$ cat src/rtl/axi_rd_arbiter_pkg.sv
// axi_rd_arbiter_pkg: shared IDs, request encodings, AR state encoding and field helpers for the read arbiter
package axi_rd_arbiter_pkg;

    localparam logic [3:0] ID_ICACHE  = 4'd0;
    localparam logic [3:0] ID_DCACHE  = 4'd1;
    localparam logic [3:0] ID_UNCACHE = 4'd2;

    localparam int         LINE_BEATS = 4;
    localparam logic [7:0] LINE_LEN   = 8'(LINE_BEATS - 1);

    localparam logic [2:0] RD_TYPE_BYTE = 3'b000;
    localparam logic [2:0] RD_TYPE_HALF = 3'b001;
    localparam logic [2:0] RD_TYPE_WORD = 3'b010;
    localparam logic [2:0] RD_TYPE_LINE = 3'b100;

    localparam logic [0:0] AR_IDLE = 1'b0;
    localparam logic [0:0] AR_SEND = 1'b1;

    localparam logic [1:0] AXI_BURST_INCR = 2'b01;

    // Source indices double as bit positions in the eligibility/grant vectors
    localparam logic [1:0] SRC_I = 2'd0;
    localparam logic [1:0] SRC_D = 2'd1;
    localparam logic [1:0] SRC_U = 2'd2;

    typedef struct packed {
        logic [3:0]  id;
        logic [31:0] addr;
        logic [7:0]  len;
        logic [2:0]  size;
    } ar_req_t;

    function automatic logic [1:0] src_next(input logic [1:0] s);
        return s == SRC_U ? SRC_I : s + 2'd1;
    endfunction

    function automatic logic [7:0] rd_arlen(input logic [2:0] t);
        return t == RD_TYPE_LINE ? LINE_LEN : 8'd0;
    endfunction

    function automatic logic [2:0] rd_arsize(input logic [2:0] t);
        return t == RD_TYPE_LINE ? 3'b010 : {1'b0, t[1:0]};
    endfunction

endpackage

$ cat src/rtl/axi_rd_prio_sel.sv
// axi_rd_prio_sel: one-hot grant among icache/dcache/uncached sources.
// Fixed priority dcache > uncached > icache; round-robin when AXI_RD_ARB_RR_EN is defined.
module axi_rd_prio_sel
    import axi_rd_arbiter_pkg::*;
(
`ifdef AXI_RD_ARB_RR_EN
    input  logic       clk,
    input  logic       reset,
`endif
    input  logic [2:0] elig,
    output logic [2:0] grant
);

`ifdef AXI_RD_ARB_RR_EN
    logic [1:0] ptr;
    logic [1:0] c1;
    logic [1:0] c2;
    logic [1:0] sel;

    // Scan starts one past the last grant; the last-granted source gets lowest priority
    always_comb begin
        c1    = src_next(ptr);
        c2    = src_next(c1);
        sel   = elig[c1] ? c1 : elig[c2] ? c2 : ptr;
        grant = |elig ? 3'b001 << sel : 3'b000;
    end

    always_ff @(posedge clk) begin
        if (reset)
            ptr <= SRC_I;
        else if (|elig)
            ptr <= sel;
    end
`else
    always_comb
        grant = elig[SRC_D] ? 3'b010 : elig[SRC_U] ? 3'b100 : elig[SRC_I] ? 3'b001 : 3'b000;
`endif

endmodule

$ cat src/rtl/axi_rd_arbiter.sv
// axi_rd_arbiter: merges icache/dcache refill and uncached reads onto one AXI AR channel and steers R beats by rid.
// Optional round-robin arbitration via AXI_RD_ARB_RR_EN.
module axi_rd_arbiter
    import axi_rd_arbiter_pkg::*;
(
    input  logic        clk,
    input  logic        reset,
    input  logic        icache_rd_req,
    input  logic [2:0]  icache_rd_type,
    input  logic [31:0] icache_rd_addr,
    output logic        icache_rd_rdy,
    output logic        icache_ret_valid,
    output logic        icache_ret_last,
    output logic [31:0] icache_ret_data,
    input  logic        dcache_rd_req,
    input  logic [2:0]  dcache_rd_type,
    input  logic [31:0] dcache_rd_addr,
    output logic        dcache_rd_rdy,
    output logic        dcache_ret_valid,
    output logic        dcache_ret_last,
    output logic [31:0] dcache_ret_data,
    input  logic        unc_req,
    input  logic [1:0]  unc_size,
    input  logic [31:0] unc_addr,
    output logic        unc_addr_ok,
    output logic        unc_data_ok,
    output logic [31:0] unc_rdata,
    input  logic        wbuf_busy,
    output logic [3:0]  arid,
    output logic [31:0] araddr,
    output logic [7:0]  arlen,
    output logic [2:0]  arsize,
    output logic [1:0]  arburst,
    output logic [1:0]  arlock,
    output logic [3:0]  arcache,
    output logic [2:0]  arprot,
    output logic        arvalid,
    input  logic        arready,
    input  logic [3:0]  rid,
    input  logic [31:0] rdata,
    input  logic [1:0]  rresp,
    input  logic        rlast,
    input  logic        rvalid,
    output logic        rready
);

    logic [0:0] state;
    ar_req_t    ar_q;
    ar_req_t    ar_d;
    logic       os_i;
    logic       os_d;
    logic       os_u;
    logic [2:0] elig;
    logic [2:0] grant;
    logic       r_done;
    logic       unused_rresp;

    // Data-side reads wait for the write buffer so a load never overtakes a pending store
    assign elig = state == AR_IDLE ? {unc_req & ~os_u & ~wbuf_busy,
                                      dcache_rd_req & ~os_d & ~wbuf_busy,
                                      icache_rd_req & ~os_i} : 3'b000;

    axi_rd_prio_sel u_sel (
`ifdef AXI_RD_ARB_RR_EN
        .clk   (clk),
        .reset (reset),
`endif
        .elig  (elig),
        .grant (grant)
    );

    assign icache_rd_rdy = grant[SRC_I];
    assign dcache_rd_rdy = grant[SRC_D];
    assign unc_addr_ok   = grant[SRC_U];

    always_comb begin
        ar_d.id   = grant[SRC_D] ? ID_DCACHE : grant[SRC_U] ? ID_UNCACHE : ID_ICACHE;
        ar_d.addr = grant[SRC_D] ? dcache_rd_addr : grant[SRC_U] ? unc_addr : icache_rd_addr;
        ar_d.len  = grant[SRC_D] ? rd_arlen(dcache_rd_type) : grant[SRC_U] ? 8'd0 : rd_arlen(icache_rd_type);
        ar_d.size = grant[SRC_D] ? rd_arsize(dcache_rd_type) : grant[SRC_U] ? {1'b0, unc_size} : rd_arsize(icache_rd_type);
    end

    assign r_done = rvalid & rlast;

    always_ff @(posedge clk) begin
        if (reset) begin
            state <= AR_IDLE;
            ar_q  <= '0;
            os_i  <= 1'b0;
            os_d  <= 1'b0;
            os_u  <= 1'b0;
        end else begin
            if (|grant) begin
                state <= AR_SEND;
                ar_q  <= ar_d;
            end else if (state == AR_SEND && arready) begin
                state <= AR_IDLE;
            end
            os_i <= grant[SRC_I] | (os_i & ~(r_done & rid == ID_ICACHE));
            os_d <= grant[SRC_D] | (os_d & ~(r_done & rid == ID_DCACHE));
            os_u <= grant[SRC_U] | (os_u & ~(r_done & rid == ID_UNCACHE));
        end
    end

    assign arvalid = state == AR_SEND;
    assign arid    = ar_q.id;
    assign araddr  = ar_q.addr;
    assign arlen   = ar_q.len;
    assign arsize  = ar_q.size;
    assign arburst = AXI_BURST_INCR;
    assign arlock  = 2'b00;
    assign arcache = 4'b0000;
    assign arprot  = 3'b000;

    // R path is a pure steering mux; beats with an unknown rid simply match no port
    assign rready           = 1'b1;
    assign icache_ret_valid = rvalid & rid == ID_ICACHE;
    assign icache_ret_last  = rlast;
    assign icache_ret_data  = rdata;
    assign dcache_ret_valid = rvalid & rid == ID_DCACHE;
    assign dcache_ret_last  = rlast;
    assign dcache_ret_data  = rdata;
    assign unc_data_ok      = r_done & rid == ID_UNCACHE;
    assign unc_rdata        = rdata;
    assign unused_rresp     = ^rresp;

endmodule

$ cat config.mk
export PLATFORM = sky130hd
export DESIGN_NAME = axi_rd_arbiter
export DESIGN_NICKNAME = d
export VERILOG_FILES = /design/src/rtl/axi_rd_arbiter_pkg.sv /design/src/rtl/axi_rd_prio_sel.sv /design/src/rtl/axi_rd_arbiter.sv
export SDC_FILE = /design/constraint.sdc
export NUM_CORES = 1
export LEC_CHECK = 0
export ABC_CLOCK_PERIOD_IN_PS = 1450
export CAP_MARGIN = 20
export CORE_AREA = 4 4 121 123
export CTS_BUF_LIST = sky130_fd_sc_hd__clkbuf_4 sky130_fd_sc_hd__clkbuf_8
export DETAILED_ROUTE_END_ITERATION = 6
export DIE_AREA = 0 0 125 127
export PLACE_DENSITY = 0.68
export SETUP_SLACK_MARGIN = 0.05
export SLEW_MARGIN = 20
export SYNTH_ARGS = -nofsm -noshare
export SYNTH_HDL_FRONTEND = slang
export SYNTH_SLANG_ARGS = --single-unit
export TNS_END_PERCENT = 30
$ cat constraint.sdc
create_clock -name clk -period 1.45 [get_ports clk]
set_input_delay 0.29 -clock clk [delete_from_list [all_inputs] [get_ports clk]]
set_output_delay 0.29 -clock clk [all_outputs]
set_load 0.01 [all_outputs]
==> impl_metrics.csv <==
group,metric,value,unit
drt,drt-total-wl,11.2,mm
floorplan,num_rows,43,
status,violations,"setup timing",
sta,period_share,119,%
drt,routed_via_density,4.43,
status,status,"finished with violations",
pwr,p_total,0.00378,W
synth,yosysSeqAreaShare,27.0,%
cts,htree_levels,2,
cells_and_area,drive_gt1_share,17.3,%
sta,fmax,582,MHz
drt,wl_per_cell,16.7,um
sta,fin_ws,-0.269,ns
floorplan,io_pins,315,
sta,grt_setup_unrepaired,"yes",
global_routing,grt_max_degree,43,
pwr,p_leak,2.03,nW
drt,drt-pass1-iter-count,5,
global_routing,antenna_found_initial,0,
drt,via_count,2972,
global_routing,grt_pass1_vias,2942,
place,port_buffers,163,
cts,clkSlewWorstSetupHoldPaths,0.08,ns
floorplan,die_x,125,um
cts,worstSkewPairLatency,0.30,ns
sta,fin_skew,0.00302,ns
worst_setup_path,critPathRequiredTime,1.16,ns
global_routing,grt-ovfl-total,0,
cts,cts.sinks,41,
worst_setup_path,critPathArrivalTime,1.43,ns
cts,cts_tree,"built",
pwr,power_density,831,nW/um^2
floorplan,core,13700,um^2
sta,drv_slew,0,
floorplan,start_util,22.2,%
pwr,ir_drop,0.347,mV
cells_and_area,final_nets,641,
global_routing,grt_use_total,13.1,%
drt,drt.antenna.violating_nets,0,
cts,cts_buffers,5,
cts,ctsRootBufferMaster,"clkbuf_8",
cells_and_area,diodes,0,
place,place.gp.congestion,0.969,
place,place_area,4230,um^2
worst_hold_path,hold_path.class,"reg2reg",
synth,ys_types,31,
cells_and_area,syn_to_final_growth,49.6,%
place,dp_hpwl,8.10,mm
worst_setup_path,cp_max_fo,3,
synth,ys_ff_latch,41,
synth,netlist_area,3040,um^2
job,cap_violations,0,
sta,min_period,1.72,ns
cells_and_area,final_util,33.3,%
floorplan,dieArea,15900,um^2
drt,first_iter_violations,137,
floorplan,fp.dieH,127,um
worst_setup_path,crit_path_end_kind,"output pin",
drt,drc,0,
cts,cts_buffer_depth,2,
worst_setup_path,cp-start-kind,"register",
sta,setup_viol,40,
synth,synthesis.instances,398,
synth,synth_area_per_cell,7.63,um^2
cells_and_area,finalInstanceArea,4540,um^2
place,dp_cells,649,
worst_setup_path,worstSetupPathType,"reg2out",
synth,yosysWarnings,0,
global_routing,grt_pass1_wl,16.7,mm
cells_and_area,fin_cells,671,
sta,hold_viol_final,0,
-- layer usage --
metal / vias up / global-route usage [%] / wire, um
met5: - / 0 / 0
met4: 0 / 5.55 / 400
met3: 44 / 4.93 / 1100
met2: 181 / 21.4 / 5080
met1: 1356 / 15.4 / 4660
li1: 1391 / - / -
-- through the flow --
stage | worst slack, ns | setup TNS [ns] | hold slack [ns]
2_1_floorplan | -0.112 | -3.48 | 0.448
3_3_place_gp | -1.01 | -36.62 | 0.461
3_5_place_dp | -1.00 | -37.18 | 0.466
4_1_cts | -0.306 | -9.13 | 0.486
5_1_grt | -0.309 | -9.49 | 0.504
6_report | -0.269 | -7.45 | 0.480
-- synthesized netlist by cell type (all sizes together) --
library cell	count	area share [%]
o31ai	2	0.49
nor4b	1	0.78
nand2	69	8.5
nand3	3	0.49
o21a	1	0.25
dfxtp	41	27
nor3b	1	0.25
a22o	33	9.5
nand2b	3	0.62
o32ai	1	0.29
a31oi	34	7.0
inv	1	0.12
nor3	5	0.99
a211oi	1	0.41
a311oi	1	0.49
clkbuf	8	0.99
buf	134	33
o21ai	4	0.66
conb	2	0.25
or4b	2	0.66
and2	1	0.21
clkinv	1	0.29
a21oi	5	0.82
nand3b	1	0.25
nor2	38	4.8
nor2b	5	1.0
-- where the power goes --
part	switching [W]	internal, W	total, W
Clock	0.000438	0.000562	0.00100
Sequential	0.0000729	0.00127	0.00134
Combinational	0.000627	0.000813	0.00144
Total	0.00114	0.00264	0.00378
-- final timing paths --
check                               from                      end  slack, ns  cells past startpoint
setup / recovery    arvalid$_SDFFE_PP0P_              unc_addr_ok      -0.27                      3
hold reg to reg   araddr[3]$_SDFFE_PP0P_   araddr[3]$_SDFFE_PP0P_       0.48                      1
setup reg to reg    arvalid$_SDFFE_PP0P_  araddr[19]$_SDFFE_PP0P_      -0.23                      5
hold / removal    araddr[3]$_SDFFE_PP0P_   araddr[3]$_SDFFE_PP0P_       0.48                      1
-- flip-flops by register name, summed over array words and instances (netlist names) --
register and cells:
arlen 1, os_u 1, os_i 1, os_d 1, arvalid 1, arsize 2, arid 2, araddr 32
-- placed cells by master (no fill, tap or decap), types with 3 or more instances in the layout --
cell type        instances
nand2_1                 68
dfxtp_1                 40
nor2b_1                  3
buf_12                   6
a22o_1                  33
buf_2                    7
nor3_1                   3
buf_4                   28
nand2b_1                 3
dlygate4sd2_1           47
a31oi_1                 34
nor2_1                  33
a21oi_1                  3
conb_1                  21
nor2_4                   3
clkbuf_8                 6
clkdlybuf4s50_1        107
buf_6                    9
-- critical path, stage by stage, from the launching register on --
cell	delay [ns]
dfxtp_4	0.35
or4b_4	0.55
nor2_4	0.13
buf_6	0.10
-- area by class of cell --
class | count | area (um^2)
Clock buffer | 6 | 82.6
Clock inverter | 2 | 36.3
Fill cell | 1463 | 9120
Inverter | 2 | 12.5
Multi-Input combinational cell | 232 | 1340
Sequential cell | 41 | 825
Tap cell | 180 | 225
Timing Repair Buffer | 208 | 2020
-- logic make-up (layout without fill, tap and decap cells) --
logic type,count (synthesis),after routing,share of synthesized area [%]
AO/OA/AOI/OAI,82,82,19.9
buffers and inverters,144,218,34.2
flip-flops,41,41,27.0
other,2,21,0.247
AND/OR/NAND/NOR,129,129,18.6
-- repair_timing --
action | CTS | global route
buffers inserted | 7 | 4
cloned | 0 | 3
pin swaps | 12 | 14
gates resized for setup | 100 | 18
hold buffers | 0 | 0
setup endpoints to repair | 86 | 46
No activity file was read; power rests on OpenSTA's default activity.
